### src/rtl/fetch_unit_multicycle.sv
// fetch_unit_multicycle: PC/IR fetch stage with a req/ack instruction-memory handshake; define FETCH_TIMEOUT_EN for a fetch timeout with a sticky error flag.
module fetch_unit_multicycle #(
    parameter int ADDR_W   = 8,
    parameter int INSTR_W  = 16,
    parameter int RESET_PC = 0,
    parameter int TIMEOUT  = 15
) (
    input  logic               clk,
    input  logic               reset,
    input  logic               PC_enable,
    input  logic               IR_enable,
    input  logic               branch,
    input  logic               jump,
    input  logic               zero,
    output logic               imem_req,
    output logic [ADDR_W-1:0]  imem_addr,
    input  logic               imem_ack,
    input  logic [INSTR_W-1:0] imem_rdata,
    output logic [INSTR_W-1:0] instr,
    output logic [3:0]         opcode,
    output logic [ADDR_W-1:0]  pc,
    output logic               instr_valid,
    output logic               fetch_stall,
    output logic               fetch_err
);
    localparam logic [0:0] IDLE = 1'b0;
    localparam logic [0:0] REQ  = 1'b1;
    logic [0:0]        state;
    logic              taken;
    logic              timeout;
    logic [ADDR_W-1:0] off;
    logic [ADDR_W-1:0] next_pc;
    assign imem_req    = state == REQ;
    assign fetch_stall = state == REQ;
    assign opcode      = instr[INSTR_W-1 -: 4];
    assign off         = ADDR_W'($signed(instr[7:0]));
    assign taken       = branch && ((opcode == 4'b0111 && zero) || (opcode == 4'b1000 && !zero));
    assign next_pc     = jump ? instr[ADDR_W-1:0] : taken ? pc + ADDR_W'(1) + off : pc + ADDR_W'(1);
`ifdef FETCH_TIMEOUT_EN
    localparam int CW = $clog2(TIMEOUT + 1);
    logic [CW-1:0] cnt;
    assign timeout = state == REQ && !imem_ack && cnt == CW'(TIMEOUT - 1);
    always_ff @(posedge clk) begin
        if (!reset) begin
            cnt       <= '0;
            fetch_err <= 1'b0;
        end else begin
            cnt <= (state == REQ && !imem_ack && !timeout) ? cnt + CW'(1) : '0;
            if (timeout) fetch_err <= 1'b1;
        end
    end
`else
    assign timeout   = 1'b0;
    assign fetch_err = 1'b0;
`endif
    always_ff @(posedge clk) begin
        if (!reset) begin
            state       <= IDLE;
            pc          <= ADDR_W'(RESET_PC);
            instr       <= '0;
            imem_addr   <= '0;
            instr_valid <= 1'b0;
        end else begin
            if (PC_enable) pc <= next_pc;
            if (state == IDLE) begin
                if (IR_enable) begin
                    state       <= REQ;
                    imem_addr   <= pc;
                    instr_valid <= 1'b0;
                end
            end else if (imem_ack) begin
                state       <= IDLE;
                instr       <= imem_rdata;
                instr_valid <= 1'b1;
            end else if (timeout) begin
                state <= IDLE;
            end
        end
    end
endmodule

### config.mk
export PLATFORM = sky130hd
export DESIGN_NAME = fetch_unit_multicycle
export DESIGN_NICKNAME = d
export VERILOG_FILES = /design/src/rtl/fetch_unit_multicycle.sv
export SDC_FILE = /design/constraint.sdc
export NUM_CORES = 1
export LEC_CHECK = 0
export BUFFER_PORTS_ARGS = -buffer_cell sky130_fd_sc_hd__buf_4
export CAP_MARGIN = 25
export CORE_MARGIN = 8
export CORE_UTILIZATION = 50
export DETAILED_ROUTE_END_ITERATION = 10
export PLACE_DENSITY = 0.86
export SLEW_MARGIN = 30
export SYNTH_ARGS = -nofsm -noshare
export SYNTH_HDL_FRONTEND = slang
export SYNTH_SLANG_ARGS = --single-unit
### constraint.sdc
create_clock -name clk -period 2.8 [get_ports clk]
set_input_delay 0.28 -clock clk [delete_from_list [all_inputs] [get_ports clk]]
set_output_delay 0.28 -clock clk [all_outputs]
set_load 0.1 [all_outputs]
==> results.py, run 1 <==
metrics = {
    "die": {
        "die_w_um": 77.3,
        "fp-row-count": 22,
        "initial_core_util_pct": 51.8,
        "dieArea_um2": 5980,
        "io_pins": 64,
        "die_h_um": 77.3,
        "coreArea_um2": 3630,
    },
    "timing": {
        "worstMarginPinSlew_ps": 621,
        "fmax_mhz": 402,
        "drv_slew": 0,
        "clock_skew_ps": 9.41,
        "setup_viol": 0,
        "tns_ps": 0,
        "min_period_ps": 2490,
        "period_share_pct": 88.9,
        "relSlewSlack_pct": 58.6,
        "rsz0062_at_grt": "false",
        "hold_viol_final": 0,
    },
    "placed_design": {
        "dp_cells": 334,
        "place_hpwl_um": 3890,
        "place_congestion": 0.926,
        "io_buffers": 62,
    },
    "global_routing": {
        "overflow": 0,
        "grt_max_degree": 20,
        "grt_first_pass_wirelength_um": 8590,
        "antenna_found_initial": 0,
        "grtUsageTotal_pct": 17.3,
        "grt_pass1_vias": 1855,
    },
    "drt": {
        "drt_iter0_drc": 144,
        "first_pass_iters": 4,
        "wl_um": 5030,
        "drc_errors": 0,
        "viasPerCell": 5.37,
        "ant_nets": 0,
        "wire_per_inst_um": 14.7,
        "via_count": 1837,
    },
    "setup_path": {
        "start_kind": "flip-flop",
        "critical_path_class": "reg2reg",
        "worst_path_max_delay_cell": "or4_1",
        "cp.arrival_ps": 2680,
        "worst_setup_path_end_kind": "flip-flop",
        "crit_fanout": 8,
        "cp_common_cell": "ha_1",
        "crit_chain": "ha_1 > inv_1 > or3_1 > nand2_1 > ha_1 > a21oi_1 > o21ai_0 > or4_1 > a211oi_2 > a211oi_1",
        "slowest_delay_ps": 450,
        "required_ps": 2990,
    },
    "yosys": {
        "synthesis.instances": 241,
        "ys_top_cells_by_area": "dfxtp_1, nand2_1, a21oi_1",
        "synth_edf_count": 0,
        "netlist.area_leader.share_pct": 36.2,
        "synth_commonest_cells": "nand2_1, dfxtp_1, a21oi_1, o21ai_0, clkbuf_1",
        "syn_area_per_cell_um2": 7.80,
        "synth_ff_type": "dfxtp_1",
        "synth_most_common_cell": "nand2_1",
        "ys.warnings.count": 0,
        "ys_async_sr_fraction_pct": 0,
        "synth_cell_types": 44,
        "synth_area_um2": 1880,
        "synth_fp_nets": 275,
        "synth-seq-cells": 34,
        "yosysTopAreaCell": "dfxtp_1",
        "yosysSeqAreaShare_pct": 36.2,
    },
    "hold_path": {
        "hold_class": "in2reg",
    },
    "final_layout": {
        "finalNetCount": 327,
        "syn_to_final_growth_pct": 28.8,
        "drive_gt1_share_pct": 29.3,
        "nFillCells": 348,
        "seq_area_um2": 688,
        "multi_input_area_um2": 1080,
        "diodes": 0,
        "fin_cells": 342,
        "final_util_pct": 66.7,
    },
    "power": {
        "combPwrFrac_pct": 26.9,
        "p_clk_share_pct": 31.0,
        "power_density_nw_per_um2": 518,
        "switching_share_pct": 37.2,
        "p_seq_share_pct": 42.1,
        "switching_power_mw": 0.466,
        "peakVddDrop_uv": 456,
        "intPower_mw": 0.788,
        "p_leak_nw": 1.02,
    },
    "clocking": {
        "cts_root_buf": "clkbuf_8",
        "tritoncts": "yes",
        "clockBufferDepth": 2,
        "cts.sinks": 34,
        "hold_buffers": 0,
        "htreeDepth": 2,
        "postCtsSetupBuffers": 0,
        "clkLatencyLatePin_ps": 290,
        "ctsResizeCount": 0,
        "numCtsBuffers": 5,
        "path_clk_slew_ps": 80,
    },
    "flow_run": {
        "cap_violations": 0,
    },
    "status": {
        "status": "finished, final reports clean",
    },
}
critical path: cells and delay by family (launching register included):
| family | cells | cell delay, ps |
|---|---|---|
| simple gates | 3 | 890 |
| buf+inv | 1 | 60 |
| flops | 1 | 400 |
| fa+ha+maj | 2 | 480 |
| compound gates | 4 | 560 |
cell usage in the layout, fill, tap and decap left out, drive strengths merged, types with 2 or more instances in the layout:
cell	count
buf	63
nand2	59
a21oi	34
dfxtp	34
o21ai	12
ha	9
nor2	7
inv	6
clkbuf	6
nand3	5
nor2b	5
o211ai	5
a211oi	5
xnor2	4
a31oi	4
a21o	4
xor2	2
nand2b	2
and2	2
or4	2
nand3b	2
nor3	2
power groups by stage:
stage                     clock network, mW  logic [mW]  registers (mW)
final                                 0.389       0.337           0.528
after global routing                  0.416       0.356           0.532
after CTS                             0.393       0.339           0.528
after detailed placement                  0       0.338           0.539
after global placement                    0       0.334           0.538
after floorplan                           0       0.123           0.674
flip-flops by register name (all words and copies together) (netlist names):
name and cells:
fetch_stall 1, imem_addr 8, instr 16, instr_valid 1, pc 8
layer usage:
metal / vias up / wire, um / GRT usage, %
met1: 825 / 2200 / 19.9
met5: - / 0 / 0
met2: 69 / 2240 / 27.0
met4: 0 / 95 / 6.98
met3: 7 / 498 / 8.28
li1: 936 / - / -
per-stage QoR:
step	setup slack (ps)	instance area, um^2	hold slack (ps)	total power, mW
6_report	311	2420	236	1.25
5_1_grt	148	2420	238	1.30
4_1_cts	335	2420	231	1.26
3_5_place_dp	334	2330	447	0.877
3_3_place_gp	395	2330	443	0.872
2_1_floorplan	33.4	1890	411	0.797
layout make-up:
type,instances,area share (%)
multi-input cells,183,44.7
flip-flops and latches,34,28.4
repair buffers,63,19.5
clock buffers,6,3.41
well taps,48,2.48
inverters,6,0.930
clock inverters,2,0.517
worst paths after layout:
check	startpoint	end	slack [ps]	cells past startpoint
max reg2reg	pc[0]	pc[7]	310	10
max	pc[0]	pc[7]	310	10
min reg2reg	instr[8]	instr[8]	460	2
min	imem_rdata[4]	instr[4]	240	3
kinds of logic (layout without fill, tap and decap cells):
kind of cell | count (synthesis) | after routing | share of synthesized area (%)
AO/OA/AOI/OAI | 71 | 71 | 23.4
other | 1 | 1 | 0.199
AND/OR/NAND/NOR | 94 | 94 | 23.7
flip-flops | 34 | 34 | 36.2
buffers and inverters | 24 | 77 | 6.19
multiplexers | 1 | 1 | 0.532
XOR/XNOR | 6 | 6 | 2.79
adder cells (fa/ha/maj) | 10 | 10 | 7.05
Note: power is estimated with default switching activity, not from simulation.
==> run 2: changes to the inputs <==
Clock period 2.8 ns to 2.6 ns, I/O delays scaled along.
==> results.py, run 2 (synthesized netlist as in run 1, its figures left out) <==
metrics = {
    "setup_path": {
        "ff2ff_path_depth": 10,
        "cp-startpoint": "pc[0]",
        "required_ps": 2780,
        "worst_setup_path_end_kind": "flip-flop",
        "critical_path_class": "reg2reg",
        "crit_fanout": 8,
        "worst_path_max_delay_cell": "or4_1",
        "start_kind": "flip-flop",
        "cp.arrival_ps": 2650,
        "slowest_delay_ps": 420,
        "r2r_start": "pc[0]",
        "r2r-end": "pc[7]",
        "critical-path-top-delay-family": "simple AND/OR/NAND/NOR gates",
        "crit_chain": "ha_2 > inv_1 > or3_1 > nand2_1 > ha_1 > a21oi_1 > o21ai_2 > or4_1 > a211oi_2 > a211oi_1",
        "r2r_slack_ps": 130,
        "cp_num_buf_inv": 1,
    },
    "die": {
        "die_h_um": 77.3,
        "die_w_um": 77.3,
        "coreArea_um2": 3630,
        "initial_core_util_pct": 51.8,
        "fp-row-count": 22,
        "io_pins": 64,
        "dieArea_um2": 5980,
    },
    "clocking": {
        "path_clk_slew_ps": 70,
        "cts_root_buf": "clkbuf_8",
        "clkLatencyLatePin_ps": 290,
        "clockBufferDepth": 2,
        "tritoncts": "yes",
        "cts.sinks": 34,
        "numCtsBuffers": 5,
        "postCtsSetupBuffers": 0,
        "htreeDepth": 2,
    },
    "power": {
        "power_density_nw_per_um2": 545,
        "p_leak_nw": 1.02,
        "peakVddDrop_uv": 363,
    },
    "placed_design": {
        "place_hpwl_um": 3860,
        "place_congestion": 0.936,
        "io_buffers": 62,
    },
    "global_routing": {
        "overflow": 0,
        "grt_pass1_vias": 1806,
        "antenna_found_initial": 0,
        "grt_max_degree": 20,
        "grt_first_pass_wirelength_um": 8370,
        "grtUsageTotal_pct": 17.1,
    },
    "drt": {
        "drc_errors": 0,
        "viasPerCell": 5.45,
        "wl_um": 5070,
        "wire_per_inst_um": 14.8,
        "ant_nets": 0,
        "drt_iter0_drc": 118,
        "first_pass_iters": 4,
        "via_count": 1864,
    },
    "timing": {
        "relSlewSlack_pct": 60.4,
        "tns_ps": 0,
        "period_share_pct": 94.8,
        "drv_slew": 0,
        "fmax_mhz": 406,
        "setup_viol": 0,
        "clock_skew_ps": 5.81,
        "min_period_ps": 2470,
        "hold_viol_final": 0,
        "worstMarginPinSlew_ps": 594,
    },
    "hold_path": {
        "hold_class": "in2reg",
        "min_path_cells": 3,
        "hold_start": "imem_rdata[1]",
        "min_to": "instr[1]",
    },
    "final_layout": {
        "diodes": 0,
        "syn_to_final_growth_pct": 30.8,
        "top_regs": "instr (16), imem_addr (8), pc (8)",
        "finalNetCount": 327,
        "largest_register": "instr",
        "largest_reg_flops": 16,
        "drive_gt1_share_pct": 30.3,
        "layout_common_cells": "buf_4, nand2_1, a21oi_1",
        "final_util_pct": 67.7,
        "nFillCells": 321,
        "final_common_cell": "buf_4",
    },
    "status": {
        "status": "finished, final reports clean",
    },
    "flow_run": {
        "cap_violations": 0,
    },
}
-- run 2: cell count changes in the layout (fill, tap and decap cells not counted), moves of 2 or more --
| cell | previous run | this run |
|---|---|---|
| o21ai_0 | 12 | 10 |
| dfxtp_2 | 6 | 2 |
| dfxtp_4 | 0 | 5 |
| clkbuf_1 | 0 | 2 |
-- run 2: power breakdown --
| part | internal [mW] | switching, mW | total, mW |
|---|---|---|---|
| clock network | 0.216 | 0.191 | 0.407 |
| registers | 0.540 | 0.0259 | 0.566 |
| logic | 0.0942 | 0.274 | 0.368 |
| total | 0.850 | 0.491 | 1.34 |
-- run 2: through the flow --
step,area (um^2),hold slack [ps],std cells,worst slack (ps),power (mW)
2_1_floorplan,1900,388,241,20.6,0.856
3_3_place_gp,2340,442,334,206,0.937
3_5_place_dp,2340,450,334,133,0.942
4_1_cts,2430,210,342,87.5,1.34
5_1_grt,2460,218,342,-1.90,1.39
6_report,2460,211,342,134,1.34
-- run 2: cell type report --
type	instances	area, um^2	area share, %
Multi-Input combinational cell	183	1110	45.2
Sequential cell	34	702	28.5
Timing Repair Buffer	63	473	19.2
Clock buffer	8	90.1	3.66
Tap cell	48	60.1	2.44
Inverter	6	22.5	0.916
-- run 2: worst max path at each step --
stage,to,cells after the start
3_3_place_gp,pc[7],10
2_1_floorplan,pc[7],9
6_report,pc[7],10
5_1_grt,pc[7],10
3_5_place_dp,pc[7],10
4_1_cts,pc[7],10
-- run 2: layer usage --
layer	wire length [um]	track usage, %	part of all wire, %
met5	0	0	0
met4	127	7.92	2.5
met3	499	8.28	9.8
met2	2240	25.9	44
met1	2200	19.8	43
-- run 2: tightest hold or removal path, cell delays in order --
cell and delay [ps]:
buf_4 110, nand2_1 40, a21oi_1 50
-- run 2: repair_timing --
action                                  4_1_cts  5_1_grt
hold buffers                                  0        0
gates resized for setup                       0        8
endpoints found under the setup margin        0        1
==> run 3: changes to the inputs <==
Settings changed: CTS_BUF_LIST from default to sky130_fd_sc_hd__clkbuf_16.
==> results.py, run 3 (synthesized netlist as in run 1, its figures left out) <==
metrics = {
    "timing": {
        "worstMarginPinSlew_ps": 588,
        "hold_viol_final": 0,
        "period_share_pct": 93.1,
        "min_period_ps": 2420,
        "tns_ps": 0,
        "setup_viol": 0,
        "clock_skew_ps": 2.50,
        "fin_ws_ps": 179,
        "fmax_mhz": 413,
        "fin_hold_ws_ps": 226,
        "drv_slew": 0,
        "rsz0062_at_grt": "false",
        "relSlewSlack_pct": 60.8,
    },
    "final_layout": {
        "layout_common_cells": "buf_4, nand2_1, a21oi_1",
        "largest_register": "instr",
        "finalNetCount": 327,
        "syn_to_final_growth_pct": 32.3,
        "top_regs": "instr (16), imem_addr (8), pc (8)",
        "diodes": 0,
        "drive_gt1_share_pct": 28.9,
        "largest_reg_flops": 16,
        "seq_area_um2": 702,
        "final_common_cell": "buf_4",
        "final_util_pct": 68.5,
        "multi_input_area_um2": 1090,
        "nFillCells": 323,
    },
    "clocking": {
        "clkLatencyLatePin_ps": 280,
        "numCtsBuffers": 5,
        "htreeDepth": 2,
        "path_clk_slew_ps": 50,
        "clockBufferDepth": 2,
        "cts.sinks": 34,
        "tritoncts": "yes",
        "cts_root_buf": "clkbuf_16",
    },
    "drt": {
        "wire_per_inst_um": 14.9,
        "ant_nets": 0,
        "drc_errors": 0,
        "via_count": 1883,
        "drt_iter0_drc": 127,
        "wl_um": 5110,
        "first_pass_iters": 4,
        "viasPerCell": 5.51,
    },
    "placed_design": {
        "place_hpwl_um": 3860,
        "place_ws_ps": 133,
        "io_buffers": 62,
        "place_congestion": 0.936,
    },
    "die": {
        "initial_core_util_pct": 51.8,
        "dieArea_um2": 5980,
        "coreArea_um2": 3630,
        "die_h_um": 77.3,
        "die_w_um": 77.3,
        "io_pins": 64,
        "fp-row-count": 22,
    },
    "setup_path": {
        "worst_setup_path_end_kind": "flip-flop",
        "start_kind": "flip-flop",
        "worst_path_max_delay_cell": "or4_1",
        "critical_path_class": "reg2reg",
        "required_ps": 2760,
        "cp.arrival_ps": 2590,
        "crit_chain": "ha_2 > inv_1 > or3_1 > nand2_1 > ha_1 > a21oi_1 > o21ai_1 > or4_1 > a211oi_2 > a211oi_1",
        "slowest_delay_ps": 430,
        "crit_fanout": 8,
    },
    "status": {
        "status": "finished, final reports clean",
    },
    "flow_run": {
        "cap_violations": 0,
    },
    "global_routing": {
        "grtUsageTotal_pct": 17.2,
        "grt_first_pass_wirelength_um": 8410,
        "grt_max_degree": 20,
        "overflow": 0,
        "grt_pass1_vias": 1785,
        "antenna_found_initial": 0,
    },
    "power": {
        "peakVddDrop_uv": 615,
        "power_density_nw_per_um2": 599,
        "p_leak_nw": 1.05,
    },
    "hold_path": {
        "hold_class": "in2reg",
    },
}
==> run 3: changes by cell type in the layout (fill, tap and decap cells not counted), moves of 2 or more <==
cell / change
clkbuf_1: -2
clkbuf_16: +5
clkbuf_8: -6
inv_1: +2
==> run 3: repair_timing <==
action | 4_1_cts | 5_1_grt
buffers inserted | 0 | 0
setup endpoints to repair | 0 | 1
hold buffers | 0 | 0
resized for setup | 0 | 3
==> run 3: where the power goes <==
group | leakage, nW | internal, mW | switching (mW)
clock | 0.0738 | 0.344 | 0.212
combinational | 0.692 | 0.0936 | 0.272
sequential | 0.281 | 0.541 | 0.0264
total | 1.05 | 0.979 | 0.511
==> run 3: routing by layer <==
metal | vias to the layer above | wire length [um] | global-route usage [%]
met5 | - | 0 | 0
li1 | 940 | - | -
met3 | 12 | 500 | 8.62
met2 | 87 | 2200 | 25.2
met1 | 844 | 2280 | 20.4
met4 | 0 | 131 | 8.30
==> run 3: cell type report <==
| class | count | area share, % |
|---|---|---|
| Sequential cell | 34 | 28.2 |
| Clock buffer | 5 | 5.03 |
| Tap cell | 48 | 2.41 |
| Clock inverter | 3 | 0.453 |
| Inverter | 6 | 0.905 |
| Multi-Input combinational cell | 183 | 44.0 |
| Timing Repair Buffer | 63 | 19.0 |
==> run 3: worst paths after layout <==
path / cells past startpoint / startpoint / slack (ps) / endpoint
worst max-delay path: 10 / pc[0] / 180 / pc[7]
worst max register to register: 10 / pc[0] / 180 / pc[7]
worst min register to register: 2 / imem_addr[7] / 450 / imem_addr[7]
worst min-delay path: 3 / imem_rdata[1] / 230 / instr[1]
==> run 3: worst max-delay path, delay by kind of cell (launching register included) <==
kind / cells / cell delay, ps
simple gates: 3 / 880
compound gates: 4 / 530
fa+ha+maj: 2 / 470
flops: 1 / 380
buf+inv: 1 / 50
==> run 3: through the flow <==
step | power [mW] | cells | area (um^2)
final | 1.49 | 342 | 2490
after global routing | 1.55 | 342 | 2490
after CTS | 1.49 | 342 | 2480
after detailed placement | 0.942 | 334 | 2340
after global placement | 0.937 | 334 | 2340
after floorplan | 0.856 | 241 | 1900
